[config.mk]
export PLATFORM = sky130hd
export DESIGN_NAME = exec_share_arbiter
export DESIGN_NICKNAME = d
export VERILOG_FILES = /design/src/rtl/exec_share_arbiter.sv
export SDC_FILE = /design/constraint.sdc
export NUM_CORES = 1
export LEC_CHECK = 0
export ABC_AREA = 1
export BUFFER_PORTS_ARGS = -buffer_cell sky130_fd_sc_hd__clkbuf_2
export CORE_MARGIN = 3
export CORE_UTILIZATION = 45
export CTS_CLUSTER_SIZE = 10
export DETAILED_ROUTE_END_ITERATION = 8
export PLACE_DENSITY = 0.86
export SLEW_MARGIN = 20
export SYNTH_ARGS = -nofsm -noshare
export SYNTH_HDL_FRONTEND = slang
export SYNTH_SLANG_ARGS = --single-unit
[constraint.sdc]
create_clock -name Clk -period 4.1 [get_ports Clk]
set_input_delay 0.205 -clock Clk [delete_from_list [all_inputs] [get_ports Clk]]
set_output_delay 0.205 -clock Clk [all_outputs]
set_load 0.005 [all_outputs]
[src/rtl/exec_share_arbiter.sv]
// exec_share_arbiter
//   Shares one registered execution block between two requesters
//   (port 0: decode stage, port 1: debug/monitor) with round-robin
//   priority. A granted request's operands are latched, presented to the
//   execution block for one cycle, and the result is captured after LAT
//   cycles and returned with a one-cycle Done pulse.
//
// Ports
//   Clk, Rst                 clock, async active-high reset
//   Req0/Op0/A0/B0           port 0 request and operands
//   Req1/Op1/A1/B1           port 1 request and operands
//   Gnt0, Gnt1               one-cycle grant pulses
//   Done0, Done1             one-cycle completion pulses
//   Res, Flag_out, Err       captured result/flags, reject flag (with Done)
//   Op_ex, A_ex, B_ex        drive to execution block
//   Ans_ex, Flag_ex          result/flags from execution block
//   Busy                     high whenever not idle
//
// state | meaning
// IDLE  | sample requests, pick a port, latch its operands, pulse Gnt
// ISSUE | present latched opcode to execution block (NOP if rejected)
// WAIT  | count out execution latency, capture Ans_ex/Flag_ex at zero
// DONE  | pulse Done for the granted port, Err if rejected
module exec_share_arbiter #(
  parameter int DW  = 8,
  parameter int OW  = 5,
  parameter int LAT = 1
) (
  input  logic          Clk,
  input  logic          Rst,
  input  logic          Req0,
  input  logic [OW-1:0] Op0,
  input  logic [DW-1:0] A0,
  input  logic [DW-1:0] B0,
  input  logic          Req1,
  input  logic [OW-1:0] Op1,
  input  logic [DW-1:0] A1,
  input  logic [DW-1:0] B1,
  output logic          Gnt0,
  output logic          Gnt1,
  output logic          Done0,
  output logic          Done1,
  output logic [DW-1:0] Res,
  output logic [3:0]    Flag_out,
  output logic          Err,
  output logic [OW-1:0] Op_ex,
  output logic [DW-1:0] A_ex,
  output logic [DW-1:0] B_ex,
  input  logic [DW-1:0] Ans_ex,
  input  logic [3:0]    Flag_ex,
  output logic          Busy
);

  localparam logic [OW-1:0] NOP      = OW'(3);
  // One bit per opcode: 00000-00111 minus 00011, 01000-01111 minus 01011,
  // 10100-11011.
  localparam logic [31:0]   VALID_MASK = 32'h0FF0_F7F7;
  localparam logic [1:0]    CNT_INIT = 2'(LAT - 1);

  typedef enum logic [1:0] {IDLE, ISSUE, WAIT, DONE} state_t;

  state_t        r_state;
  state_t        w_next;
  logic          r_last;
  logic          r_port;
  logic          r_reject;
  logic          r_gnt0;
  logic          r_gnt1;
  logic [1:0]    r_cnt;
  logic [OW-1:0] r_op;
  logic [DW-1:0] r_a_ex;
  logic [DW-1:0] r_b_ex;
  logic [DW-1:0] r_res;
  logic [3:0]    r_flag;

  logic          w_any;
  logic          w_sel;
  logic [OW-1:0] w_op;
  logic [DW-1:0] w_a;
  logic [DW-1:0] w_b;
  logic          w_op_ok;

  // On a tie the port that did not win last time is selected.
  always_comb begin
    w_any   = Req0 | Req1;
    w_sel   = (Req0 && Req1) ? ~r_last : Req1;
    w_op    = w_sel ? Op1 : Op0;
    w_a     = w_sel ? A1 : A0;
    w_b     = w_sel ? B1 : B0;
    w_op_ok = VALID_MASK[w_op];
  end

  // A rejected opcode still passes through ISSUE (with Op_ex held at NOP)
  // so that its Done lands one cycle after its Gnt rather than on top of it.
  always_comb begin
    w_next = r_state;
    case (r_state)
      IDLE:    if (w_any) w_next = ISSUE;
      ISSUE:   w_next = r_reject ? DONE : WAIT;
      WAIT:    if (r_cnt == 2'd0) w_next = DONE;
      DONE:    w_next = IDLE;
      default: w_next = IDLE;
    endcase
  end

  always_ff @(posedge Clk or posedge Rst) begin
    if (Rst) r_state <= IDLE;
    else     r_state <= w_next;
  end

  always_ff @(posedge Clk or posedge Rst) begin
    if (Rst) begin
      r_last   <= 1'b1;
      r_port   <= 1'b0;
      r_reject <= 1'b0;
      r_gnt0   <= 1'b0;
      r_gnt1   <= 1'b0;
      r_cnt    <= 2'd0;
      r_op     <= NOP;
      r_a_ex   <= '0;
      r_b_ex   <= '0;
      r_res    <= '0;
      r_flag   <= 4'd0;
    end else begin
      r_gnt0 <= 1'b0;
      r_gnt1 <= 1'b0;
      case (r_state)
        IDLE: begin
          if (w_any) begin
            r_port   <= w_sel;
            r_last   <= w_sel;
            r_op     <= w_op;
            r_reject <= ~w_op_ok;
            r_gnt0   <= ~w_sel;
            r_gnt1   <= w_sel;
            // Rejected ops never reach the execution block, so its
            // operand inputs keep the previous values.
            if (w_op_ok) begin
              r_a_ex <= w_a;
              r_b_ex <= w_b;
            end
          end
        end
        ISSUE: r_cnt <= CNT_INIT;
        WAIT: begin
          if (r_cnt == 2'd0) begin
            r_res  <= Ans_ex;
            r_flag <= Flag_ex;
          end else begin
            r_cnt <= r_cnt - 2'd1;
          end
        end
        default: ;
      endcase
    end
  end

  assign Gnt0     = r_gnt0;
  assign Gnt1     = r_gnt1;
  assign Done0    = (r_state == DONE) && !r_port;
  assign Done1    = (r_state == DONE) && r_port;
  assign Err      = (r_state == DONE) && r_reject;
  assign Op_ex    = ((r_state == ISSUE) && !r_reject) ? r_op : NOP;
  assign A_ex     = r_a_ex;
  assign B_ex     = r_b_ex;
  assign Res      = r_res;
  assign Flag_out = r_flag;
  assign Busy     = (r_state != IDLE);

endmodule

==> results.py, run 1 <==
metrics = {
    "cells_and_area": {
        "diodes": 0,
        "drive_gt1_share_pct": 45.2,
        "nets": 425,
        "layout.cells.non_filler": 430,
        "area_growth_pct": 24.7,
    },
    "synth": {
        "synth_compound_area_share_pct": 2.92,
        "yosysWarnings": 0,
        "synth_cells": 266,
        "yosysMostFrequentCell": "nand2_1",
        "synth_xor_area_share_pct": 0,
        "synthTopCellsByArea": "dfrtp_1, nand2_1, nand2_2, mux2_2, nand3_2",
        "syn_avg_cell_area_um2": 8.70,
        "ys_top_cells_by_count": "nand2_1, dfrtp_1, nand2_2",
        "yosysTopAreaCellShare_pct": 42.2,
        "synthSimpleGateAreaFrac_pct": 35.5,
        "synth_edf_count": 0,
        "yosys_most_used_dff": "dfrtp_1",
        "async_reset_ff_share_pct": 100,
        "synth_top_family_by_area": "simple AND/OR/NAND/NOR gates",
        "synth_top_cell_by_area": "dfrtp_1",
        "yosysSeqAreaShare_pct": 45.6,
        "syn-cell-area_mm2": 0.00231,
        "muxShareOfSynthArea_pct": 5.84,
        "ys_ff_latch": 42,
        "synth_fa_ha_area_share_pct": 2.70,
        "synth_fp_nets": 329,
        "ys_types": 25,
    },
    "clock_network": {
        "cts_resized": 0,
        "cts_buffers": 5,
        "post-cts-setup-buffers": 0,
        "hold_buffers": 0,
        "clk_pin_slew_ps": 80,
        "cts_tree": "yes",
        "insertion_delay_ps": 290,
        "root_buffer": "clkbuf_8",
        "clock-sinks": 42,
        "cts_buffer_depth": 2,
        "htreeDepth": 2,
    },
    "pwr": {
        "vdd_drop_max_uv": 300,
        "p_per_area_mw_per_mm2": 629,
        "power_frac_clock_pct": 14.0,
        "power.share.combinational_pct": 45.8,
        "internal-power_mw": 1.10,
        "seqPwrFrac_pct": 40.2,
        "netSwitchingPower_mw": 0.712,
        "cellLeakagePower_nw": 1.63,
        "p_sw_share_pct": 39.2,
        "power_mw": 1.82,
    },
    "timing": {
        "period_needed_ps": 1840,
        "slew_headroom_pct": 65.6,
        "setup_viol": 0,
        "clock.fmax_mhz": 543,
        "slew_viol_final": 0,
        "rsz0062_at_grt": "false",
        "tightest_slew_ps": 514,
        "skew_ps": 5.01,
        "hold_violations": 0,
        "tns_ps": 0,
        "min_period_over_period_pct": 45.0,
    },
    "route": {
        "drcViolationCount": 0,
        "postRouteWirelength_um": 5140,
        "drt_iter0_drc": 91,
        "ant_nets": 0,
        "wl_per_cell_um": 12.0,
        "drt-vias-per-instance": 4.67,
        "drtPass1Iterations": 4,
        "vias": 2007,
    },
    "floorplan": {
        "die_x_um": 77.7,
        "dieArea_mm2": 0.00604,
        "die_h_um": 77.7,
        "rows": 25,
        "ios": 97,
        "start_util_pct": 47.7,
        "core_mm2": 0.00485,
    },
    "global_routing": {
        "grt_max_degree": 43,
        "grt_use_total_pct": 18.1,
        "antenna_found_initial": 0,
        "grt_pass1_wl_um": 8780,
        "grt_pass1_vias": 1971,
        "grt_remaining_overflow": 0,
    },
    "placement": {
        "placed_cells": 422,
        "gp_congestion": 0.847,
        "numPortBuffers": 96,
        "dpl.hpwl_um": 3930,
    },
    "worst_setup_path": {
        "critPathMaxFanout": 5,
        "worstPathRequired_ps": 3890,
        "crit_top_cell": "inv_1",
        "r2r-start": "r_state[0]",
        "cp-startpoint": "r_state[1]",
        "crit_buf_inv": 4,
        "crit_type": "flip-flop to primary output",
        "end_kind": "primary output",
        "arrival_ps": 1640,
        "crit_family": "flip-flops",
        "path_cells": "inv_1, ha_1, inv_1, nor2_1, inv_1, or2_2, clkbuf_2",
        "crit_path_start_kind": "flip-flop",
        "cpPeakStageDelay_ps": 400,
        "crit_path_top_delay_cell": "dfrtp_1",
    },
    "outcome": {
        "status": "completed",
    },
    "hold_path": {
        "hp-class": "primary input to async pin",
    },
    "flow_run": {
        "drv_cap": 0,
    },
}
stage by stage:
stage               hold WS [ps]  worst slack (ps)  instance area [um2]  utilization [%]
floorplan                    322              2610                 2310                -
global placement             333              2390                 2800             57.8
detailed placement           341              2290                 2800             57.8
CTS                         20.6              2250                 2890             59.5
global route                58.3              2080                 2890             59.5
finish                      5.19              2260                 2890             59.5
power by group through the flow:
stage | clock network, mW | registers, mW | logic (mW)
after floorplan | 0 | 0.734 | 0.566
after global placement | 0 | 0.729 | 0.809
after detailed placement | 0 | 0.738 | 0.846
after CTS | 0.262 | 0.731 | 0.848
after global routing | 0.284 | 0.751 | 0.949
final | 0.254 | 0.730 | 0.832
worst reg2reg max path: stages, from the launching register on:
cell and delay, ps:
dfrtp_1 420, inv_1 120, ha_1 190, inv_1 80
nor2_2 100, buf_4 310, nand3_4 280, nand2_1 140
nand2_1 60
placed cells by master (no fill, tap or decap), types with 2 or more instances in the layout:
master    netlist  routed
dfrtp_1        39      39
clkbuf_8        0       5
buf_4           2       2
nand3_1        14      14
inv_2           2       2
nand2_1        95      95
mux2_2         12      12
nand2_4         3       3
or2_2           2       2
o21ai_0        10      10
nand2_2        23      23
ha_1            5       5
inv_1          20      19
clkinv_2        0       2
nand3_2        10      10
clkbuf_2        0      96
nor2_1         11      11
dfstp_2         3       3
a31oi_1         2       2
layer usage:
layer  vias up  share of wire, %  GRT usage, %
met5         -                 0             0
met1       915                45          23.1
met4         0              0.70          5.52
met3         2               6.3          4.76
li1       1027                 -             -
met2        63                48          30.1
state kept, by name, indices dropped and copies added (netlist names):
signal / flops
A_ex: 8
B_ex: 8
Res: 8
r_op: 5
Flag_out: 4
r_cnt: 2
r_state: 2
Gnt0: 1
Gnt1: 1
r_last: 1
r_port: 1
r_reject: 1
area by class of cell:
cell class,instances,area (um2)
Sequential cell,42,1050
Tap cell,67,83.8
Clock inverter,2,10.0
Timing Repair Buffer,98,495
Inverter,22,82.6
Multi-Input combinational cell,193,1090
Clock buffer,6,72.6
Fill cell,440,1960
path summary, 6_finish.rpt:
path                                    end  slack (ps)  depth (start not counted)
worst max-delay path               Op_ex[1]        2260                          7
max in group asynchronous            r_last        3720                          3
min in group Clk                Flag_out[3]         140                          2
worst max register to register      A_ex[3]        2290                          8
worst min register to register      A_ex[2]         490                          2
worst min-delay path                 Res[0]           5                          3
cells by family after synthesis:
| kind of cell | count (synthesis) |
|---|---|
| DFF | 42 |
| buffers and inverters | 31 |
| and+or+nand+nor | 163 |
| adders and majority gates | 5 |
| muxes | 12 |
| AOI/OAI and AO/OA | 13 |
No activity file was read; power rests on OpenSTA's default activity.
==> run 2: changes to the inputs <==
--- a/config.mk
+++ b/config.mk
@@ -8,7 +8,7 @@
 export ABC_AREA = 1
 export BUFFER_PORTS_ARGS = -buffer_cell sky130_fd_sc_hd__clkbuf_2
 export CORE_MARGIN = 3
-export CORE_UTILIZATION = 45
+export CORE_UTILIZATION = 43
 export CTS_CLUSTER_SIZE = 10
 export DETAILED_ROUTE_END_ITERATION = 8
 export PLACE_DENSITY = 0.86
==> constraint.sdc (replaced) <==
create_clock -name Clk -period 1.58 [get_ports Clk]
set_input_delay 0.079 -clock Clk [delete_from_list [all_inputs] [get_ports Clk]]
set_output_delay 0.079 -clock Clk [all_outputs]
set_load 0.005 [all_outputs]
==> run 2 against run 1 <==
Effect of this change: cell area grew 15%; highest routed layer unchanged; die area is 4.3% higher; critical path depth grew 2; the flow now finishes with violations (setup timing); flip-flop and latch count unchanged; utilization increased by 4.7 points; register-to-register slack got worse by 2300 ps; global-route usage increased by 0.093 points; worst hold slack better by 4.3 ps; via count grew 6.5%.
==> results.py, run 2 (same netlist as run 1, synthesis figures left out) <==
metrics = {
    "outcome": {
        "status": "finished with violations",
        "violations": "setup timing",
    },
    "worst_setup_path": {
        "path_cells": "nand2_4, nand3_2, nand2_4, nand2_2, nand2_2, nand2_4, nand3_4, nand2_1, nand2_1",
        "crit_path_start_kind": "flip-flop",
        "arrival_ps": 1780,
        "end_kind": "flip-flop",
        "reg2reg_slack_ps": -10,
        "worstPathRequired_ps": 1770,
        "r2r-start": "r_last",
        "cpPeakStageDelay_ps": 600,
        "critPathMaxFanout": 8,
        "r2r_end": "A_ex[5]",
        "crit_path_top_delay_cell": "dfstp_2",
        "crit_top_cell": "nand2_4",
        "worstRegToRegCells": 9,
        "crit_type": "flip-flop to flip-flop",
        "crit_family": "simple AND/OR/NAND/NOR gates",
        "crit_buf_inv": 0,
    },
    "cells_and_area": {
        "layout_commonest_cell": "clkbuf_2",
        "nets": 445,
        "layout_common_cells": "clkbuf_2, nand2_1, dfrtp_1",
        "area_growth_pct": 43.6,
        "fillCellCount": 426,
        "diodes": 0,
        "drive_gt1_share_pct": 56.4,
        "fin_area_mm2": 0.00332,
    },
    "global_routing": {
        "grt_pass1_vias": 1986,
        "grt_max_degree": 43,
        "grt_remaining_overflow": 0,
        "grt_pass1_wl_um": 8960,
        "antenna_found_initial": 0,
        "grt_use_total_pct": 18.2,
    },
    "route": {
        "drt_iter0_drc": 83,
        "drt-vias-per-instance": 4.72,
        "drtPass1Iterations": 4,
        "drcViolationCount": 0,
        "vias": 2137,
        "postRouteWirelength_um": 5950,
        "wl_per_cell_um": 13.1,
        "ant_nets": 0,
    },
    "clock_network": {
        "cts_buffer_depth": 2,
        "clk_pin_slew_ps": 80,
        "insertion_delay_ps": 290,
        "cts_buffers": 5,
        "clock-sinks": 42,
        "cts_tree": "yes",
        "htreeDepth": 2,
        "root_buffer": "clkbuf_8",
    },
    "floorplan": {
        "die_x_um": 79.4,
        "start_util_pct": 44.8,
        "core_mm2": 0.00517,
        "rows": 26,
        "dieArea_mm2": 0.00630,
        "ios": 97,
        "die_h_um": 79.4,
    },
    "pwr": {
        "power_mw": 5.58,
        "vdd_drop_max_uv": 746,
        "p_per_area_mw_per_mm2": 1680,
        "cellLeakagePower_nw": 1.77,
    },
    "timing": {
        "finalWorstSetupSlack_ps": -10.9,
        "tns_ps": -30.1,
        "tightest_slew_ps": 504,
        "rsz0062_at_grt": "true",
        "hold_slack_ps": 9.48,
        "min_period_over_period_pct": 101,
        "clock.fmax_mhz": 629,
        "hold_violations": 0,
        "skew_ps": 5.71,
        "slew_viol_final": 0,
        "setup_viol": 5,
        "period_needed_ps": 1590,
        "slew_headroom_pct": 66.4,
    },
    "placement": {
        "place_area_mm2": 0.00287,
        "preCtsSetupSlack_ps": -78.5,
        "dpl.hpwl_um": 3980,
        "gp_congestion": 0.777,
        "numPortBuffers": 96,
    },
    "hold_path": {
        "min-delay-start": "Op0[0]",
        "min_to": "r_op[0]",
        "hp-class": "primary input to flip-flop",
        "hold_depth": 3,
    },
    "flow_run": {
        "drv_cap": 0,
    },
}
[run 2: changes by cell type in the layout (fill, tap and decap cells not counted), sizes merged]
cell	change
dlygate4sd3	+1
bufinv	+1
nand3	+1
nand2	+3
clkbuf	-3
buf	+17
[run 2: layout make-up]
type                       count  area (um2)  area share [%]
tap                           70        87.6            2.63
multi-input combinational    197        1340            40.4
clock inverter                 3        40.0            1.20
sequential                    42        1050            31.7
timing repair buffer         114         642            19.3
clock buffer                   5        68.8            2.07
inverter                      22        87.6            2.63
[run 2: worst reg2reg max path, stage by stage, from the launching register on]
cell	delay, ps
dfstp_2	600
nand2_4	130
nand3_2	110
nand2_4	80
nand2_2	80
nand2_2	70
nand2_4	100
nand3_4	150
nand2_1	110
nand2_1	60
[run 2: power breakdown]
group / switching (mW) / leakage (nW) / total [mW] / internal (mW)
clock: 0.376 / 0.0579 / 0.841 / 0.465
combinational: 1.50 / 1.20 / 2.82 / 1.32
sequential: 0.320 / 0.513 / 1.92 / 1.60
[run 2: per-layer routing]
metal / track usage [%] / share of wire [%]
met2: 31.6 / 50
met4: 5.33 / 1.6
met1: 22.8 / 42
met5: 0 / 0
met3: 3.95 / 6.5
[run 2: worst max-delay path by stage]
stage                     slack [ps]        from       to  cells after the start
after floorplan                   90  r_state[0]  A_ex[0]                      8
after global placement           -40      r_last  A_ex[3]                      9
after detailed placement         -80      r_last  A_ex[4]                      9
after CTS                         10      r_last  A_ex[2]                     10
after global routing            -100  r_state[0]  r_op[1]                      7
final                            -10      r_last  A_ex[5]                      9
[run 2: through the flow]
step           instances  util, %
5_1_grt              453     64.3
2_1_floorplan        266        -
4_1_cts              447     59.8
3_5_place_dp         431     55.4
6_report             453     64.3
3_3_place_gp         431     55.4
[run 2: timing repair]
item | in CTS | in global routing
buffers inserted | 5 | 4
endpoints found under the setup margin | 19 | 27
hold buffers | 1 | 0
gates resized for setup | 14 | 50
hold endpoints to repair | 39 | 0
pin swaps | 4 | 16
gates cloned | 2 | 2
